<file path="src/rtl/rp_8bit_io_timer.sv">
// 8-bit timer/counter responder on the rp_8bit I/O bus: a five-register window,
// a 10-bit prescaler, overflow / compare-match flags and level interrupt requests.
module rp_8bit_io_timer #(
    parameter logic [5:0] BASE = 6'h20
) (
    input  logic       clk,
    input  logic       rst_n,
    input  logic       io_wen,
    input  logic       io_ren,
    input  logic [5:0] io_adr,
    input  logic [7:0] io_wdt,
    input  logic [7:0] io_msk,
    output logic [7:0] io_rdt,
    output logic [1:0] irq_req,
    input  logic [1:0] irq_ack
);

    localparam logic [2:0] OFF_TCNT  = 3'd0;
    localparam logic [2:0] OFF_OCR   = 3'd1;
    localparam logic [2:0] OFF_TCCR  = 3'd2;
    localparam logic [2:0] OFF_TIMSK = 3'd3;
    localparam logic [2:0] OFF_TIFR  = 3'd4;

    // architectural state
    logic [7:0] tcnt;
    logic [7:0] ocr;
    logic       ctc;
    logic [2:0] cs;
    logic       ocie;
    logic       toie;
    logic       ocf;
    logic       tov;
    logic [9:0] pre;

    // bus decode
    logic [5:0] rel_adr;
    logic       in_win;
    logic [2:0] off;
    logic [7:0] wbits;
    logic       wr_tcnt;
    logic       wr_ocr;
    logic       wr_tccr;
    logic       wr_timsk;
    logic       wr_tifr;
    logic [7:0] rd_val;

    // count / flag control
    logic       pre_run;
    logic       tick;
    logic       psr;
    logic       match;
    logic       cnt_tick;
    logic       ctc_clear;
    logic       set_ocf;
    logic       set_tov;
    logic       clr_ocf;
    logic       clr_tov;
    logic       ctc_new;
    logic [2:0] cs_new;
    logic       ocie_new;
    logic       toie_new;

    // An address below BASE wraps to a large offset, so one compare covers both ends.
    assign rel_adr = io_adr - BASE;
    assign in_win  = (rel_adr < 6'd5);
    assign off     = rel_adr[2:0];
    assign wbits   = io_wdt & io_msk;

    assign wr_tcnt  = io_wen && in_win && (off == OFF_TCNT);
    assign wr_ocr   = io_wen && in_win && (off == OFF_OCR);
    assign wr_tccr  = io_wen && in_win && (off == OFF_TCCR);
    assign wr_timsk = io_wen && in_win && (off == OFF_TIMSK);
    assign wr_tifr  = io_wen && in_win && (off == OFF_TIFR);

    assign ctc_new  = wbits[3] | (ctc & ~io_msk[3]);
    assign cs_new   = wbits[2:0] | (cs & ~io_msk[2:0]);
    assign ocie_new = wbits[1] | (ocie & ~io_msk[1]);
    assign toie_new = wbits[0] | (toie & ~io_msk[0]);
    assign psr      = wr_tccr && wbits[4];

    assign pre_run = (cs != 3'd0) && (cs < 3'd6);

    // NOTE: every signal assigned in a combinational block gets a default first so no latch is inferred.
    always_comb begin
        tick = 1'b0;
        case (cs)
            3'd1:    tick = 1'b1;
            3'd2:    tick = &pre[2:0];
            3'd3:    tick = &pre[5:0];
            3'd4:    tick = &pre[7:0];
            3'd5:    tick = &pre;
            default: tick = 1'b0;
        endcase
    end

    // A CPU write to TCNT swallows the tick entirely, including its flags.
    assign match     = (tcnt == ocr);
    assign cnt_tick  = tick && !wr_tcnt;
    assign ctc_clear = ctc && match;
    assign set_ocf   = cnt_tick && match;
    assign set_tov   = cnt_tick && !ctc_clear && (tcnt == 8'hff);
    assign clr_ocf   = irq_ack[1] | (wr_tifr && wbits[1]);
    assign clr_tov   = irq_ack[0] | (wr_tifr && wbits[0]);

    always_comb begin
        rd_val = 8'h00;
        if (in_win) begin
            case (off)
                OFF_TCNT:  rd_val = tcnt;
                OFF_OCR:   rd_val = ocr;
                OFF_TCCR:  rd_val = {4'b0000, ctc, cs};
                OFF_TIMSK: rd_val = {6'b000000, ocie, toie};
                OFF_TIFR:  rd_val = {6'b000000, ocf, tov};
                default:   rd_val = 8'h00;
            endcase
        end
    end

    // NOTE: state registers use non-blocking assignments so every block samples pre-edge values.
    always_ff @(posedge clk or negedge rst_n) begin
        if (!rst_n) begin
            pre <= 10'd0;
        end else if (psr) begin
            pre <= 10'd0;
        end else if (pre_run) begin
            pre <= pre + 10'd1;
        end
    end

    always_ff @(posedge clk or negedge rst_n) begin
        if (!rst_n) begin
            tcnt <= 8'h00;
        end else if (wr_tcnt) begin
            tcnt <= wbits | (tcnt & ~io_msk);
        end else if (tick) begin
            tcnt <= ctc_clear ? 8'h00 : tcnt + 8'd1;
        end
    end

    always_ff @(posedge clk or negedge rst_n) begin
        if (!rst_n) begin
            ocr  <= 8'h00;
            ctc  <= 1'b0;
            cs   <= 3'd0;
            ocie <= 1'b0;
            toie <= 1'b0;
        end else begin
            if (wr_ocr) begin
                ocr <= wbits | (ocr & ~io_msk);
            end
            if (wr_tccr) begin
                ctc <= ctc_new;
                cs  <= cs_new;
            end
            if (wr_timsk) begin
                ocie <= ocie_new;
                toie <= toie_new;
            end
        end
    end

    // Setting a flag beats any clear arriving on the same edge.
    always_ff @(posedge clk or negedge rst_n) begin
        if (!rst_n) begin
            ocf <= 1'b0;
            tov <= 1'b0;
        end else begin
            ocf <= set_ocf | (ocf & ~clr_ocf);
            tov <= set_tov | (tov & ~clr_tov);
        end
    end

    always_ff @(posedge clk or negedge rst_n) begin
        if (!rst_n) begin
            io_rdt <= 8'h00;
        end else if (io_ren) begin
            io_rdt <= rd_val;
        end
    end

    assign irq_req = {ocf & ocie, tov & toie};

endmodule
</file>
<file path="config.mk">
export PLATFORM = sky130hd
export DESIGN_NAME = rp_8bit_io_timer
export DESIGN_NICKNAME = d
export VERILOG_FILES = /design/src/rtl/rp_8bit_io_timer.sv
export SDC_FILE = /design/constraint.sdc
export NUM_CORES = 1
export LEC_CHECK = 0
export ABC_CLOCK_PERIOD_IN_PS = 2100
export CORE_ASPECT_RATIO = 2
export CORE_MARGIN = 2
export CORE_UTILIZATION = 30
export DETAILED_ROUTE_END_ITERATION = 8
export GPL_TIMING_DRIVEN = 0
export PLACE_DENSITY_LB_ADDON = 0.1
export SYNTH_ARGS = -nofsm -noshare
export SYNTH_HDL_FRONTEND = slang
export SYNTH_SLANG_ARGS = --single-unit
</file>
<file path="constraint.sdc">
create_clock -name clk -period 2.1 [get_ports clk]
set_input_delay 0.42 -clock clk [delete_from_list [all_inputs] [get_ports clk]]
set_output_delay 0.42 -clock clk [all_outputs]
set_load 0.1 [all_outputs]
</file>
After elaboration in Yosys (flattened, before gate mapping)
Cells that the tools add are included.
- output and inout bits: 10
- word-level logic and storage cells: 87
- memories kept: 0
- input bits: 28
- latch bits: 0
- bits in registers: 42
- ROM bits: 0
- RAM bits: 0
- reduce and logical (&&, ||, !) cells: 25
- equality and inequality tests: 11
- bitwise operators: 28
- order comparisons: 2
- divide/modulo/power cells: 0
- shift operators: 0
- add/subtract/negate cells: 3
- multipliers: 0
- multiplexer cells: 8
- operators with widths (operator ; count):
    $pmux W8 S5 ; 1
    $mux W8 ; 4
    $and A8 B8 Y8 ; 3
    $mux W10 ; 2
    $or A8 B8 Y8 ; 2
    $logic_and A1 B1 Y1 ; 15
    $eq A3 B2 Y1 const B ; 4
    $add A10 B1 Y10 const B ; 1
    $reduce_and A10 Y1 ; 1
    $eq A3 B3 Y1 const B ; 3
    $add A8 B1 Y8 const B ; 1
    $eq A8 B8 Y1 ; 1
    $eq A8 B8 Y1 const B ; 1
    $not A8 Y8 ; 1
    $reduce_and A8 Y1 ; 1
    $and A1 B1 Y1 ; 7
    $or A1 B1 Y1 ; 7
    $eq A3 B1 Y1 const B ; 2
    $lt A6 B3 Y1 const B ; 1
    $reduce_and A6 Y1 ; 1
    $sub A6 B6 Y6 const B ; 1
    $not A1 Y1 ; 5
    $pmux W1 S5 ; 1
    $reduce_bool A2 Y1 ; 2
    other kinds (8) ; 9

Longest topological paths before layout
Gate-level depths: netlist of run 1.
- depth after elaboration: 9
- depth in mapped cells: 8
- gate-level depth less buffers: 7

Worst setup path after synthesis of run 1
OpenSTA, ideal clock, no wires.
- path kind: register to register
- start point: register pre[0]
- end point: register with a tool-made name
- stages on the path, launching flop included: 9
- data required time: 1.951 ns
- setup slack: 0.440 ns
- arrival: 1.511 ns
- path buffers: 1
- path through: dfrtp_1 ha_1 ha_1 nand3b_1 a21oi_1 a21o_1 buf_6 a221oi_1 a311oi_2
- RTL lines (what ; RTL line ; RTL):
    from (decl) ; 33 ; logic [9:0] pre;
    from (signal assigned) ; 126 ; pre <= pre + 10'd1;

==> results of run 1 <==
## path summary, 6_finish.rpt
kind,start,endpoint
setup / recovery,io_adr[3],flip-flop
hold / removal,rst_n,pre[3]
setup reg to reg,flip-flop,flip-flop
hold reg to reg,io_rdt[1],io_rdt[1]
max in group asynchronous,rst_n,io_rdt[1]
min in group clk,io_rdt[1],io_rdt[1]
## critical path, stage by stage
cell and delay (ps):
clkdlybuf4s50_1 480, and4bb_2 280, and2b_2 230, and3b_1 190, buf_4 180, nand2_1 90
mux2_4 300
## area by class of cell
| cell class | count | share of cell area |
|---|---|---|
| Multi-Input combinational cell | 195 | 0.440 |
| Timing Repair Buffer | 36 | 0.109 |
| Sequential cell | 42 | 0.330 |
| Inverter | 11 | 0.0130 |
| Clock buffer | 7 | 0.0417 |
| Buffer | 14 | 0.0275 |
| Tap cell | 98 | 0.0385 |
## layer usage
metal / up-vias / share of wire / GRT usage
met5: - / 0 / 0
met4: 0 / 0.036 / 0.0915
met3: 16 / 0.016 / 0.0194
met2: 30 / 0.56 / 0.317
met1: 1065 / 0.39 / 0.176
li1: 1030 / - / -
## cells in the mapped netlist (7+ instances only)
master | number | area [µm²]
o22ai_1 | 7 | 43.8
buf_2 | 7 | 35.0
nand3_1 | 14 | 70.1
xor2_1 | 13 | 114
mux2_2 | 8 | 90.1
a21oi_1 | 11 | 55.1
dfrtp_1 | 42 | 1050
a31oi_1 | 7 | 43.8
nand2_1 | 20 | 75.1
mux2i_1 | 13 | 130
inv_1 | 11 | 41.3
nand4_1 | 7 | 43.8
nor2_1 | 23 | 86.3
## metrics by stage
stage	worst slack (ps)	setup TNS, ps	cell area, µm²	cells
2_1_floorplan	440	0	2560	262
3_3_place_gp	-765	-37780	3030	395
3_5_place_dp	-372	-6460	3050	396
4_1_cts	6.83	0	3170	403
5_1_grt	15.4	0	3180	403
6_report	104	0	3180	403
## placed cells by master, fill, tap and decap left out, types with 10 or more instances in the layout
| cell type | count |
|---|---|
| nand2_1 | 19 |
| dfrtp_1 | 42 |
| xor2_1 | 13 |
| clkdlybuf4s50_1 | 23 |
| a21oi_1 | 10 |
| nand3_1 | 14 |
| mux2i_1 | 13 |
| nor2_1 | 23 |
| inv_1 | 11 |
## power groups by stage
stage | clock network, µW | logic, µW | registers [µW]
6_report | 751 | 845 | 1180
4_1_cts | 779 | 854 | 1180
5_1_grt | 801 | 951 | 1200
3_3_place_gp | 0 | 837 | 1190
2_1_floorplan | 0 | 615 | 1150
3_5_place_dp | 0 | 851 | 1190
## logic make-up (layout without fill, tap and decap cells)
group	after synthesis	in the layout
simple gates	100	100
compound gates	47	47
flops	42	42
mux	29	29
buf+inv	25	68
xor+xnor	16	16
fa+ha+maj	3	3
## timing repair
action | CTS | global route
resized for setup | 12 | 12
pin swaps | 0 | 0
setup endpoints to repair | 12 | 20
==> key figures, run 1 <==
STA
  • Worst hold slack: 114 ps
  • Hold Violations, Final: 0
  • Slew headroom: 0.355
  • Worst clock skew: 1.87 ps
  • Max Transition Viols Final: 0
  • Unrepaired setup endpoints after global routing: no
  • Final setup viols: 0
  • Tmin final: 2000 ps
  • Post-route clock period utilization: 0.951
  • Slew @ Worst Pin: 971 ps
  • Fmax: 0.501 GHz

Yosys
  • Post-Synth Adder-Cell Area: 0.0147
  • Async set-reset flop share out of synthesis: 1.00
  • Ys flop type: dfrtp_1
  • Multiplexer share of the synthesized area: 0.124
  • Syn Nets: 293
  • Simple-Gate Fraction of Synth Area: 0.219
  • Post-synthesis cell area: 0.00256 mm²
  • #FFs+latches synth: 42
  • Yosys warning total: 0
  • Xor/xnor share of the synthesized area: 0.0547
  • Post-synth EDFFs: 0
  • Post-synthesis cell count: 262
  • Sequential share of the synthesized area: 0.410
  • Synth Area in Compound Gates: 0.128
  • Synth cell types: 53
  • Synthesized area per cell: 9.78 µm²
  • Main combinational cell family by area after synthesis: simple AND/OR/NAND/NOR gates

Die
  • Die Ht: 135 µm
  • Initial Util: 0.309
  • Die ar.: 0.00934 mm²
  • Core area: 0.00829 mm²
  • I/O pin count: 38
  • Die width: 69.3 µm
  • Num rows: 47

Route
  • Post-route ant nets: 0
  • Wire per inst: 18.3 µm
  • Post-Route WL: 7370 µm
  • Detailed Routing Iterations Pass 1: 4
  • Iter 0 DRT Violations: 71
  • DR vias/cell: 5.31
  • # DRC: 0
  • Vias after detailed routing: 2141

Pwr
  • Sw frac: 0.352
  • Max VDD drop: 359 µV
  • Internal Power: 1800 µW
  • Pwr per Cell Area: 872 mW/mm²
  • Flop pwr share: 0.425
  • Combinational power share: 0.304
  • Clock Power Share: 0.270
  • Switch Pwr: 976 µW
  • Total power: 2780 µW
  • P_leak: 0.00139 µW

Global route
  • Vias in the first global route: 2263
  • Initial antenna violation count: 0
  • Tot GR Track Use: 0.167
  • Congestion Overflow GR: 0
  • First-pass GRT wire length: 12000 µm
  • Pin count of the biggest net entering global routing: 23

Clock network
  • Clock slew at reported path FFs: 60 ps
  • CTS Buf Count: 5
  • Clock root cell: clkbuf_16
  • Clk Latency, worst-skew pair: 290 ps
  • CTS Buffer Depth: 2
  • H-tree level count: 2
  • Clock sink total: 42
  • CTS tree: yes
  • Postcts setup bufs: 0
  • Post-CTS Hold Buffers: 0

Critical path
  • CP startpoint kind: input port
  • Critical path class: input port to flip-flop
  • CP required: 2270 ps
  • R2R Setup Slk: 200 ps
  • Critical path arrival: 2170 ps
  • Crit end category: flip-flop
  • Critical-path maximum fanout: 8
  • R2R cell count: 6

Layout
  • Area growth from synthesis to layout: 24.3%
  • Multi-input logic area: 0.00140 mm²
  • End-of-flow core utilization: 0.384
  • Storage cell area: 0.00105 mm²
  • Fraction of layout cells with a size suffix above 1: 0.154
  • Antenna cells: 0
  • Fillcell total: 829
  • Nets: 336

Place
  • Dpl hpwl: 5660 µm
  • Placer Congestion: 0.824
  • IO Port Bufs: 35

Status
  • Run status: completed

Run
  • Maximum capacitance violations: 0

Hold path
  • HP Class: input port to async pin
Power figures use the tool's default switching activity.
==> run 2, diff against run 1 <==
- ABC_CLOCK_PERIOD_IN_PS: 2100 -> default
==> results of run 2 <==
No change in the layout: final DEF, timing and power equal those of run 1.
==> run 3, diff against run 2 <==
- CAP_MARGIN: default -> 10
==> results of run 3 <==
No change in the layout: final DEF, timing and power equal those of run 1.
